`config.mk`:
```
export PLATFORM = sky130hd
export DESIGN_NAME = int_ctrl
export DESIGN_NICKNAME = d
export VERILOG_FILES = /design/src/rtl/int_ctrl.sv
export SDC_FILE = /design/constraint.sdc
export NUM_CORES = 1
export LEC_CHECK = 0
export ABC_AREA = 0
export CAP_MARGIN = 25
export CELL_PAD_IN_SITES_DETAIL_PLACEMENT = 1
export CELL_PAD_IN_SITES_GLOBAL_PLACEMENT = 2
export CORE_MARGIN = 5
export CORE_UTILIZATION = 12
export CTS_BUF_LIST = sky130_fd_sc_hd__clkbuf_16
export DETAILED_ROUTE_END_ITERATION = 10
export GPL_ROUTABILITY_DRIVEN = 0
export PLACE_DENSITY_LB_ADDON = 0.1
export SKIP_CTS_REPAIR_TIMING = 1
export SLEW_MARGIN = 10
export SYNTH_ARGS = -nofsm -noshare
export SYNTH_HDL_FRONTEND = slang
export SYNTH_SLANG_ARGS = --single-unit
```
`constraint.sdc`:
```
create_clock -name clk -period 2.1 [get_ports clk]
set_input_delay 0.63 -clock clk [delete_from_list [all_inputs] [get_ports clk]]
set_output_delay 0.63 -clock clk [all_outputs]
set_load 0.01 [all_outputs]
```
`src/rtl/int_ctrl.sv`:
```
// int_ctrl: three-source interrupt controller with a memory-mapped register
// window at 0x7f20-0x7f2f (PEND, MASK, STAT, EOI) and a single request line
// to the CPU driven by an IDLE -> REQ -> SERVICE state machine.
// Fixed priority: Timer0 (bit 0) > Timer1 (bit 1) > external (bit 2).
//
// Build option: define INT_CTRL_EDGE_EN for edge-triggered capture of
// src_irq. When it is undefined, the controller is level-sensitive and
// pending simply follows the registered sources.
module int_ctrl (
  input  logic        clk,
  input  logic        reset,
  input  logic [31:0] addr,
  input  logic [31:0] wdata,
  input  logic [3:0]  we,
  output logic [31:0] rdata,
  input  logic [2:0]  src_irq,
  output logic        int_req,
  output logic [1:0]  int_id,
  input  logic        int_ack
);

  typedef enum logic [1:0] {
    ST_IDLE    = 2'd0,
    ST_REQ     = 2'd1,
    ST_SERVICE = 2'd2
  } state_t;

  state_t      state_q, state_d;
  logic [2:0]  pending_q, pending_d;
  logic [2:0]  mask_q, mask_d;
  logic        int_req_q, int_req_d;
  logic [1:0]  int_id_q, int_id_d;

  logic        wr_hit;
  logic        wr_pend, wr_mask, wr_eoi;
  logic        ack_take;
  logic [2:0]  id_onehot;
  logic [2:0]  enabled;

  // Only byte lane 0 carries register data, and the upper address bits are
  // checked locally so a stray bridge strobe cannot touch the registers.
  assign wr_hit  = we[0] && (addr[31:4] == 28'h00007f2);
  assign wr_pend = wr_hit && (addr[3:2] == 2'd0);
  assign wr_mask = wr_hit && (addr[3:2] == 2'd1);
  assign wr_eoi  = wr_hit && (addr[3:2] == 2'd3);

  // The acknowledge only counts while a request is outstanding.
  assign ack_take  = (state_q == ST_REQ) && int_ack;
  assign id_onehot = 3'b001 << int_id_q;
  assign enabled   = pending_q & mask_q;

  // Mask register next state.
  always_comb begin
    mask_d = mask_q;
    if (wr_mask) begin
      mask_d = wdata[2:0];
    end
  end

`ifdef INT_CTRL_EDGE_EN
  logic [2:0] src_prev_q;
  logic [2:0] rise;
  logic [2:0] w1c_clr;
  logic [2:0] ack_clr;

  assign rise    = src_irq & ~src_prev_q;
  assign w1c_clr = wr_pend ? wdata[2:0] : 3'b000;
  assign ack_clr = ack_take ? id_onehot : 3'b000;

  // Edge capture: a new rising edge wins over a clear of the same bit.
  always_comb begin
    pending_d = (pending_q & ~w1c_clr & ~ack_clr) | rise;
  end

  // Previous-sample register; zero after reset so a source held high across
  // reset release is seen as a fresh edge.
  always_ff @(posedge clk) begin
    if (reset) begin
      src_prev_q <= 3'b000;
    end else begin
      src_prev_q <= src_irq;
    end
  end
`else
  logic unused_level;
  assign unused_level = wr_pend;

  // Level mode: pending mirrors the registered sources; clears cannot stick.
  always_comb begin
    pending_d = src_irq;
  end
`endif

  // Request state machine: next state, latched id and request line.
  always_comb begin
    state_d  = state_q;
    int_id_d = int_id_q;
    case (state_q)
      ST_REQ: begin
        if (int_ack) begin
          state_d = ST_SERVICE;
        end else if ((pending_d & mask_d & id_onehot) == 3'b000) begin
          // Source withdrawn (masked or cleared) before it was taken.
          state_d = ST_IDLE;
        end
      end
      ST_SERVICE: begin
        if (wr_eoi) begin
          state_d = ST_IDLE;
        end
      end
      default: begin
        // IDLE, and the unused encoding which behaves like IDLE.
        if (enabled != 3'b000) begin
          state_d = ST_REQ;
          if (enabled[0]) begin
            int_id_d = 2'd0;
          end else if (enabled[1]) begin
            int_id_d = 2'd1;
          end else begin
            int_id_d = 2'd2;
          end
        end
      end
    endcase
    int_req_d = (state_d == ST_REQ);
  end

  // State, register file and registered CPU outputs.
  always_ff @(posedge clk) begin
    if (reset) begin
      state_q   <= ST_IDLE;
      pending_q <= 3'b000;
      mask_q    <= 3'b000;
      int_req_q <= 1'b0;
      int_id_q  <= 2'd0;
    end else begin
      state_q   <= state_d;
      pending_q <= pending_d;
      mask_q    <= mask_d;
      int_req_q <= int_req_d;
      int_id_q  <= int_id_d;
    end
  end

  // Combinational register read; EOI and unused bits read as zero.
  always_comb begin
    rdata = 32'h0000_0000;
    case (addr[3:2])
      2'd0:    rdata = {29'd0, pending_q};
      2'd1:    rdata = {29'd0, mask_q};
      2'd2:    rdata = {28'd0, int_id_q, state_q};
      default: rdata = 32'h0000_0000;
    endcase
  end

  assign int_req = int_req_q;
  assign int_id  = int_id_q;

  logic unused_bits;
  assign unused_bits = ^{wdata[31:3], we[3:1], addr[1:0]};

endmodule

```
# Word-level counts from Yosys, hierarchy flattened
# Cells that the tools add are included.
[op_classes] n_addsub=0 multipliers=0 div_mod_pow=0 order_cmp=0 eq_ne=7 n_shift=1 n_mux=9 n_bitwise=4 reduce_logical=8
[ops] cell="$eq A28 B11 Y1 const B" n=1
[ops] cell="$mux W2" n=6
[ops] cell="$pmux W4 S3" n=1
[ops] cell="$and A3 B3 Y3" n=3
[ops] cell="$eq A2 B1 Y1 const B" n=3
[ops] cell="$eq A2 B2 Y1 const B" n=3
[ops] cell="$pmux W2 S2" n=1
[ops] cell="$logic_and A1 B1 Y1" n=3
[ops] cell="$logic_not A3 Y1" n=1
[ops] cell="$mux W3" n=1
[ops] cell="$reduce_bool A3 Y1" n=1
[ops] cell="$shl A1 B2 Y3 const A" n=1
[ops] cell="$logic_not A2 Y1" n=1
[ops] cell="$reduce_and A2 Y1" n=1
[ops] cell="$reduce_or A2 Y1" n=1
[ops] cell="$not A1 Y1" n=1
[totals] ff_bits=11 latchBits=0 ramBits=0 rom_bits=0 input_bits=74 out_inout_bits=35 elab_cells=34 n_memories=0

# Longest topological paths before layout
# Gate-level depths: netlist of the first run.
[logic_depth] ltp_word=11 ltp_mapped=7

# Worst setup path after synthesis of the first run
# No wires, ideal clock.
[synth_timing] kind="input to register" from="in addr[19]" to="reg int_req_q, in the netlist int_req" setup_time_ns=0.086 t_arrival_ns=1.906 required_time_ns=2.014 path_slack_ns=0.108 cell_stages=5 path_cell_list="nor4_2 > nand4_2 > or3_4 > and3_4 > a221oi_2"
[synth_between] elab_chain_len=11 elab_cells_between_ends=13 cone_classes="eq/ne: 2; mux: 5; bitwise: 2; reduce/logical: 4"
[synth_rtl] element="from (decl)" line="12" source="input logic [31:0] addr,"
[synth_rtl] element="$eq A28 B11 Y1 (*)" line="42" source="assign wr_hit = we[0] && (addr[31:4] == 28'h00007f2);"
[synth_rtl] element="$logic_and A1 B1 Y1 (*)" line="42"
[synth_rtl] element="$logic_and A1 B1 Y1" line="44" source="assign wr_mask = wr_hit && (addr[3:2] == 2'd1);"
[synth_rtl] element="$mux W3" line="55" source="if (wr_mask) begin"
[synth_rtl] element="$and A3 B3 Y3 (2 in a row)" line="102" source="end else if ((pending_d & mask_d & id_onehot) == 3'b000) begin"
[synth_rtl] element="$logic_not A3 Y1" line="102"
[synth_rtl] element="$mux W2" line="102"
[synth_rtl] element="$mux W2" line="100" source="if (int_ack) begin"
[synth_rtl] element="$pmux W2 S2 (*)" line="98" source="case (state_q)"
[synth_rtl] element="$eq A2 B1 Y1 (*)" line="126" source="int_req_d = (state_d == ST_REQ);"
[synth_rtl] element="to (signal assigned)" line="141" source="int_req_q <= int_req_d;"
[synth_rtl] element="to (decl)" line="31" source="logic int_req_q, int_req_d;"
# Every way passes the cells marked *; elsewhere a longest branch is shown, timed or not.
# A chain may end at the register's enable or synchronous reset.

# Worst setup path after layout of the first run
# Same ends and word-level chain as after synthesis.

==> results of run 1 <==
-- cells in the mapped netlist (all sizes together), types with 2 or more instances --
master   n
a21oi    6
a221oi   2
and4b    2
and4bb   2
buf     29
dfxtp   11
ha       2
inv      5
mux2i    3
nand2   12
nand2b   2
nand3    2
nand4    6
nand4b   2
nor2     3
nor2b    3
nor3     4
nor4     2
nor4b    2
o21ai    7
-- metrics by stage --
stage | hold slack (ps) | std cells | utilization (%) | TNS, ps
global route | 529.3 | 293 | 22.42 | -10.23
finish | 511.7 | 293 | 22.42 | 0
floorplan | 470.5 | 149 | - | 0
CTS | 506.8 | 292 | 20.64 | -3260
detailed placement | 498.9 | 288 | 19.68 | -4659
global placement | 504.5 | 288 | 19.68 | -4564
-- registers in the layout, indices dropped and copies added, names as in the netlist --
| register | cells |
|---|---|
| int_req | 1 |
| pending_q | 3 |
| state_q | 2 |
| int_id | 2 |
| mask_q | 3 |
-- path summary, 6_finish.rpt --
path	endpoint	slack, ps	depth (start not counted)
setup / recovery	int_req$_SDFF_PP0_	70	6
hold / removal	int_id[1]$_SDFFE_PP0P_	510	2
setup reg to reg	int_req$_SDFF_PP0_	220	6
hold reg to reg	int_id[1]$_SDFFE_PP0P_	510	2
-- layout make-up --
type / instances / area share, %
Sequential cell: 11 / 11.89
Clock inverter: 1 / 0.2027
Timing Repair Buffer: 65 / 36.82
Inverter: 5 / 1.014
Tap cell: 105 / 7.095
Multi-Input combinational cell: 103 / 38.92
Clock buffer: 3 / 4.054
-- cells by family (layout without fill, tap and decap cells) --
group | Yosys count | after routing | share of synthesized area, %
DFF | 11 | 11 | 21.54
buffers and inverters | 35 | 74 | 23.87
other | 1 | 28 | 0.3668
adders and majority gates | 2 | 2 | 2.448
muxes | 3 | 3 | 2.938
AOI/OAI and AO/OA | 21 | 21 | 13.95
and+or+nand+nor | 49 | 49 | 34.88
-- power groups by stage --
| stage | combinational, mW | sequential (mW) | clock [mW] |
|---|---|---|---|
| final | 0.144 | 0.216 | 0.338 |
| after global routing | 0.156 | 0.216 | 0.363 |
| after CTS | 0.144 | 0.216 | 0.348 |
| after detailed placement | 0.144 | 0.219 | 0 |
| after global placement | 0.142 | 0.219 | 0 |
| after floorplan | 0.0832 | 0.218 | 0 |
-- per-layer routing --
layer  GRT usage, %  part of all wire, %  wire length [um]
met1          8.218                   41              1580
met2          13.84                   53              2075
met3          1.980                  5.4               212
met4         0.9082                 0.64                25
met5              0                    0                 0
-- cell usage in the layout, fill, tap and decap left out, drive strengths merged, types with 2 or more instances in the layout --
cell type	synthesis	layout
nand2	12	12
dfxtp	11	11
clkbuf	1	4
nand4	6	6
nor4b	2	2
ha	2	2
buf	29	21
nand3	2	2
clkdlybuf4s50	0	7
a221oi	2	2
dlymetal6s2s	0	36
and4bb	2	2
a21oi	6	6
nor2	3	3
nand2b	2	2
inv	5	6
mux2i	3	3
and4b	2	2
nor4	2	2
nand4b	2	2
o21ai	7	7
conb	1	28
nor3	4	4
nor2b	3	3
-- tightest hold or removal path, delay by kind of cell (launching register included) --
family / cells / cell delay [ps]
compound gates: 1 / 70
buf+inv: 1 / 70
flops: 1 / 310
==> summary.txt, run 1 <==
Clocking
  – Latest clock arrival within the worst-skew pair: around 230 ps
  – CTS buffer count: 3
  – # clock sinks: 11
  – CTS tree: done
  – Worst-case clock buffer depth: 2
  – Worst-path clk slew: 40 ps
  – Htree depth: 1
  – Clock root buffer: clkbuf_16

Die
  – Die Y: 102.3 um
  – Io pins: approximately 110
  – Die area: between 10000 and 15000 um^2
  – Core ar.: 8258 um^2
  – Initial Utilization: around an eighth
  – Num rows: 33
  – Die width: 102.3 um

GRT
  – Global-route wire length before repair: between 5 and 6 mm
  – Initial antenna violation count: 0
  – Largest net degree at the start of global routing: 10
  – Total global-route track usage: 7.258%
  – Global route overflow: 0
  – Number of global-route vias before repair: approximately 1200

Worst setup path
  – Critical path cell sequence: dlymetal6s2s_1, nor4_4, nand4_4, or3_4, and3_4, a221oi_2
  – WP data required: between 2000 and 2500 ps
  – Top delay family on crit path: simple AND/OR/NAND/NOR gates
  – Worst path slowest cell: or3_4
  – Setup crit end kind: flip-flop
  – Kind of critical path: input port to flip-flop
  – CP max stage delay: approximately 440 ps
  – CP Launch Type: input port
  – Crit-path max FO: 4
  – CP Launch Point: addr[19]
  – CP Data Arrival Time: ~2200 ps
  – CP bufs+invs: 1
  – Reg2reg start: state_q[0]$_SDFF_PP0_

Power
  – Sequential Power Share: 30.9%
  – Combinational Power Share: 20.6%
  – VDD IR max: 0.0003103 V
  – Total Power: about 700 uW
  – Pwr dens: approximately 380 nW/um^2
  – Switching Fraction: 22.48%
  – Clock power share: 48.5%
  – Leak pwr: slightly above 1 nW
  – Internal power: ~540 uW
  – Psw: ~160 uW

Final layout
  – Layout Area Growth over Synthesis: 81.15%
  – Final Cell Area: 1852 um^2
  – Fillcell total: about 980
  – Ant diodes: 0
  – FF/Latch Area: between 200 and 250 um^2
  – Final net count: roughly 270
  – Fraction of layout cells with a size suffix above 1: around 22%
  – Multi-input logic area: about 720 um^2

Drt
  – Detailed Route WL: approximately 3.9 mm
  – # DRC: 0
  – Routed WL per cell: approximately 13 um
  – Post-DR vias/cell: about 3.7
  – Initial drt markers: 14
  – Post-DRT Antenna Nets: 0
  – DR pass1 iterations: 4
  – Vias: ~1100

STA
  – PnR worst setup slack: approximately 67 ps
  – Crit share post-route: a little under 100%
  – Slew Viols, Final: 0
  – Worst Skew: between 1.5 and 2 ps
  – Minimum clock period: 2033 ps
  – Fmax achieved: between 400 and 500 MHz
  – Endpoints failing hold: 0
  – Final setup fails: 0

Synthesis
  – Cell count after synthesis: about 120
  – Synth Flop Type: dfxtp_1
  – Mapped Area: 1022 um^2
  – Synth cell types: 39
  – Area share of the largest cell type after synthesis: 21.54%
  – Top cells by area, synth: dfxtp_1, buf_4, nand2_1
  – Synth Area per Inst: about 8.4 um^2
  – Post-synthesis sequential area ratio: between 20% and 30%
  – Async SR Flop Fraction: 0%
  – Number of flops mapped to enable cells by yosys: 0
  – Post-synthesis register bit count: 11
  – YS warnings: 0
  – Leading area contributor after synthesis: dfxtp_1

Hold path
  – Hold path start: int_id[1]$_SDFFE_PP0P_
  – Hold/Removal Path Class: flip-flop to flip-flop

Placed design
  – Number of port buffers: 46
  – Placed inst area: roughly 1600 um^2
  – DP HPWL: approximately 3.4 mm
  – Pre-CTS setup slack: -681.3 ps

Flow run
  – Number of max-cap violations: 0

Outcome
  – Status: finished clean
(Power assumes the default switching activity.)
==> run 2: changes to the inputs <==
--- a/config.mk
+++ b/config.mk
@@ -15,7 +15,6 @@
 export DETAILED_ROUTE_END_ITERATION = 10
 export GPL_ROUTABILITY_DRIVEN = 0
 export PLACE_DENSITY_LB_ADDON = 0.1
-export SKIP_CTS_REPAIR_TIMING = 1
 export SLEW_MARGIN = 10
 export SYNTH_ARGS = -nofsm -noshare
 export SYNTH_HDL_FRONTEND = slang
==> run 2 against run 1 <==
Net effect: clock power hardly changed; cell count up 1.4%; first-iteration DRC count is 36% higher; hold slack better by 19 ps; sequential share of layout area grew 0.75 points; combinational power shrank 6%; highest routed layer unchanged; die area unchanged; utilization decreased by 1.3 points; clock-buffer cell count is the same; critical endpoint unchanged; non-clock buffer count is 4 higher.
==> summary.txt, run 2 (synthesized netlist as in run 1, its figures left out) <==
Outcome
  – Status: finished clean

Die
  – Num rows: 33
  – Initial Utilization: between 10% and 20%
  – Die width: around 100 um
  – Die area: between 10000 and 15000 um^2
  – Io pins: ~110
  – Core ar.: 8258 um^2
  – Die Y: 102.3 um

Hold path
  – Hold/Removal Path Class: flip-flop to flip-flop

Worst setup path
  – CP bufs+invs: 1
  – CP Data Arrival Time: between 2000 and 2500 ps
  – CP Launch Type: input port
  – Setup crit end kind: flip-flop
  – Critical Path Stages: 6
  – Worst path slowest cell: or3_4
  – Reg2Reg Depth: 6
  – CP Launch Point: addr[17]
  – Reg2reg start: state_q[0]$_SDFF_PP0_
  – Worst R2R End: int_req$_SDFF_PP0_
  – Worst setup path endpoint: int_req$_SDFF_PP0_
  – Kind of critical path: input port to flip-flop
  – CP max stage delay: 420 ps
  – WP data required: approximately 2200 ps
  – Critical path cell sequence: dlygate4sd2_1, and4bb_2, nand4_4, or3_4, and3_4, a221oi_2
  – Crit-path max FO: 4
  – R2r setup slk: approximately 200 ps
  – Top delay family on crit path: simple AND/OR/NAND/NOR gates

STA
  – Worst Skew: approximately 1.9 ps
  – Crit share post-route: 97.15%
  – PnR worst setup slack: ~60 ps
  – Endpoints failing hold: 0
  – Hold WS: around 530 ps
  – Minimum clock period: a little over 2000 ps
  – Fmax achieved: 490.2 MHz
  – Slew Viols, Final: 0
  – RSZ-0062 raised after global routing: no
  – Final setup fails: 0

GRT
  – Global route overflow: 0
  – Number of global-route vias before repair: between 1000 and 1500
  – Initial antenna violation count: 0
  – Global-route wire length before repair: ~6 mm
  – Total global-route track usage: 7.427%
  – Largest net degree at the start of global routing: 10

Clocking
  – # clock sinks: 11
  – Worst-path clk slew: about 40 ps
  – Clock root buffer: clkbuf_16
  – CTS tree: done
  – CTS buffer count: 3
  – Worst-case clock buffer depth: 2
  – Htree depth: 1
  – Latest clock arrival within the worst-skew pair: 230 ps

Drt
  – Post-DR vias/cell: approximately 3.7
  – Detailed Route WL: 3.889 mm
  – Post-DRT Antenna Nets: 0
  – # DRC: 0
  – DR pass1 iterations: 4
  – Routed WL per cell: ~13 um
  – Initial drt markers: 19
  – Vias: between 1000 and 1500

Placed design
  – Pre-CTS setup slack: -681.3 ps
  – Number of port buffers: 46
  – DP HPWL: around 3.4 mm

Final layout
  – Layout Area Growth over Synthesis: 70.38%
  – Most frequent cells in the layout: conb_1, buf_4, dlygate4sd2_1
  – Fin util: roughly a fifth
  – Final net count: between 200 and 300
  – Fraction of layout cells with a size suffix above 1: a little under a third
  – Regs by FF count: mask_q x3, pending_q x3
  – Commonest non-fill, non-tap cell in the layout: conb_1
  – Ant diodes: 0

Flow run
  – Number of max-cap violations: 0

Power
  – VDD IR max: between 0.0003 and 0.0004 V
  – Leak pwr: 0.7554 nW
  – Pwr dens: a little under 400 nW/um^2
run 2: cell types whose count changed in the layout (fill, tap and decap cells not counted), moves of 4 or more:
cell	before	now
dlygate4sd2_1	0	17
dlymetal6s2s_1	36	1
clkdlybuf4s15_1	0	4
clkbuf_2	1	7
clkdlybuf4s15_2	0	4
run 2: worst min path at each step:
stage | startpoint | end | slack (ps) | cells after the start
finish | int_id[1]$_SDFFE_PP0P_ | int_id[1]$_SDFFE_PP0P_ | 530 | 2
global route | int_id[1]$_SDFFE_PP0P_ | int_id[1]$_SDFFE_PP0P_ | 550 | 2
CTS | int_id[1]$_SDFFE_PP0P_ | int_id[1]$_SDFFE_PP0P_ | 520 | 2
detailed placement | int_id[1]$_SDFFE_PP0P_ | int_id[1]$_SDFFE_PP0P_ | 500 | 2
global placement | int_id[1]$_SDFFE_PP0P_ | int_id[1]$_SDFFE_PP0P_ | 500 | 2
floorplan | mask_q[2]$_SDFF_PP0_ | mask_q[2]$_SDFF_PP0_ | 470 | 2
run 2: power by group:
group / leakage (nW) / switching [mW] / internal [mW] / total (mW)
Clock: 0.0423 / 0.0888 / 0.249 / 0.338
Combinational: 0.624 / 0.0662 / 0.0687 / 0.135
Sequential: 0.0894 / 0.00282 / 0.213 / 0.216
Total: 0.755 / 0.158 / 0.531 / 0.689
run 2: tightest hold or removal path, cell delays in order, from the launching register on:
cell      delay (ps)
dfxtp_1          310
inv_1             90
a221oi_1          80
run 2: what timing repair did:
| action | 4_1_cts | 5_1_grt |
|---|---|---|
| setup endpoints to repair | 10 | 2 |
| buffers inserted | 5 | 0 |
| endpoints found under the hold margin | 0 | 0 |
| resized for setup | 86 | 13 |
| pin swaps | 17 | 11 |
| hold buffers | 0 | 0 |
run 2: per-layer routing:
layer	up-vias	track usage [%]	wire length, um
met4	0	0.9082	26
met2	42	14.04	2071
met5	-	0	0
met1	531	8.544	1559
met3	2	1.980	231
li1	532	-	-
run 2: final cells by class:
| type | count | area, um^2 |
|---|---|---|
| Clock buffer | 3 | 75.07 |
| Clock inverter | 1 | 3.754 |
| Fill cell | 1006 | 6516 |
| Inverter | 5 | 18.77 |
| Multi-Input combinational cell | 103 | 725.7 |
| Sequential cell | 11 | 220.2 |
| Tap cell | 105 | 131.4 |
| Timing Repair Buffer | 69 | 566.8 |
run 2: per-stage QoR:
| stage | total power, mW | std cells | TNS (ps) | instance area, um^2 |
|---|---|---|---|---|
| 2_1_floorplan | 0.3012 | 149 | 0 | 1124 |
| 3_3_place_gp | 0.3608 | 288 | -4564 | 1625 |
| 3_5_place_dp | 0.3630 | 288 | -4659 | 1625 |
| 4_1_cts | 0.7025 | 297 | 0 | 1775 |
| 5_1_grt | 0.7260 | 297 | 0 | 1742 |
| 6_report | 0.6888 | 297 | 0 | 1742 |
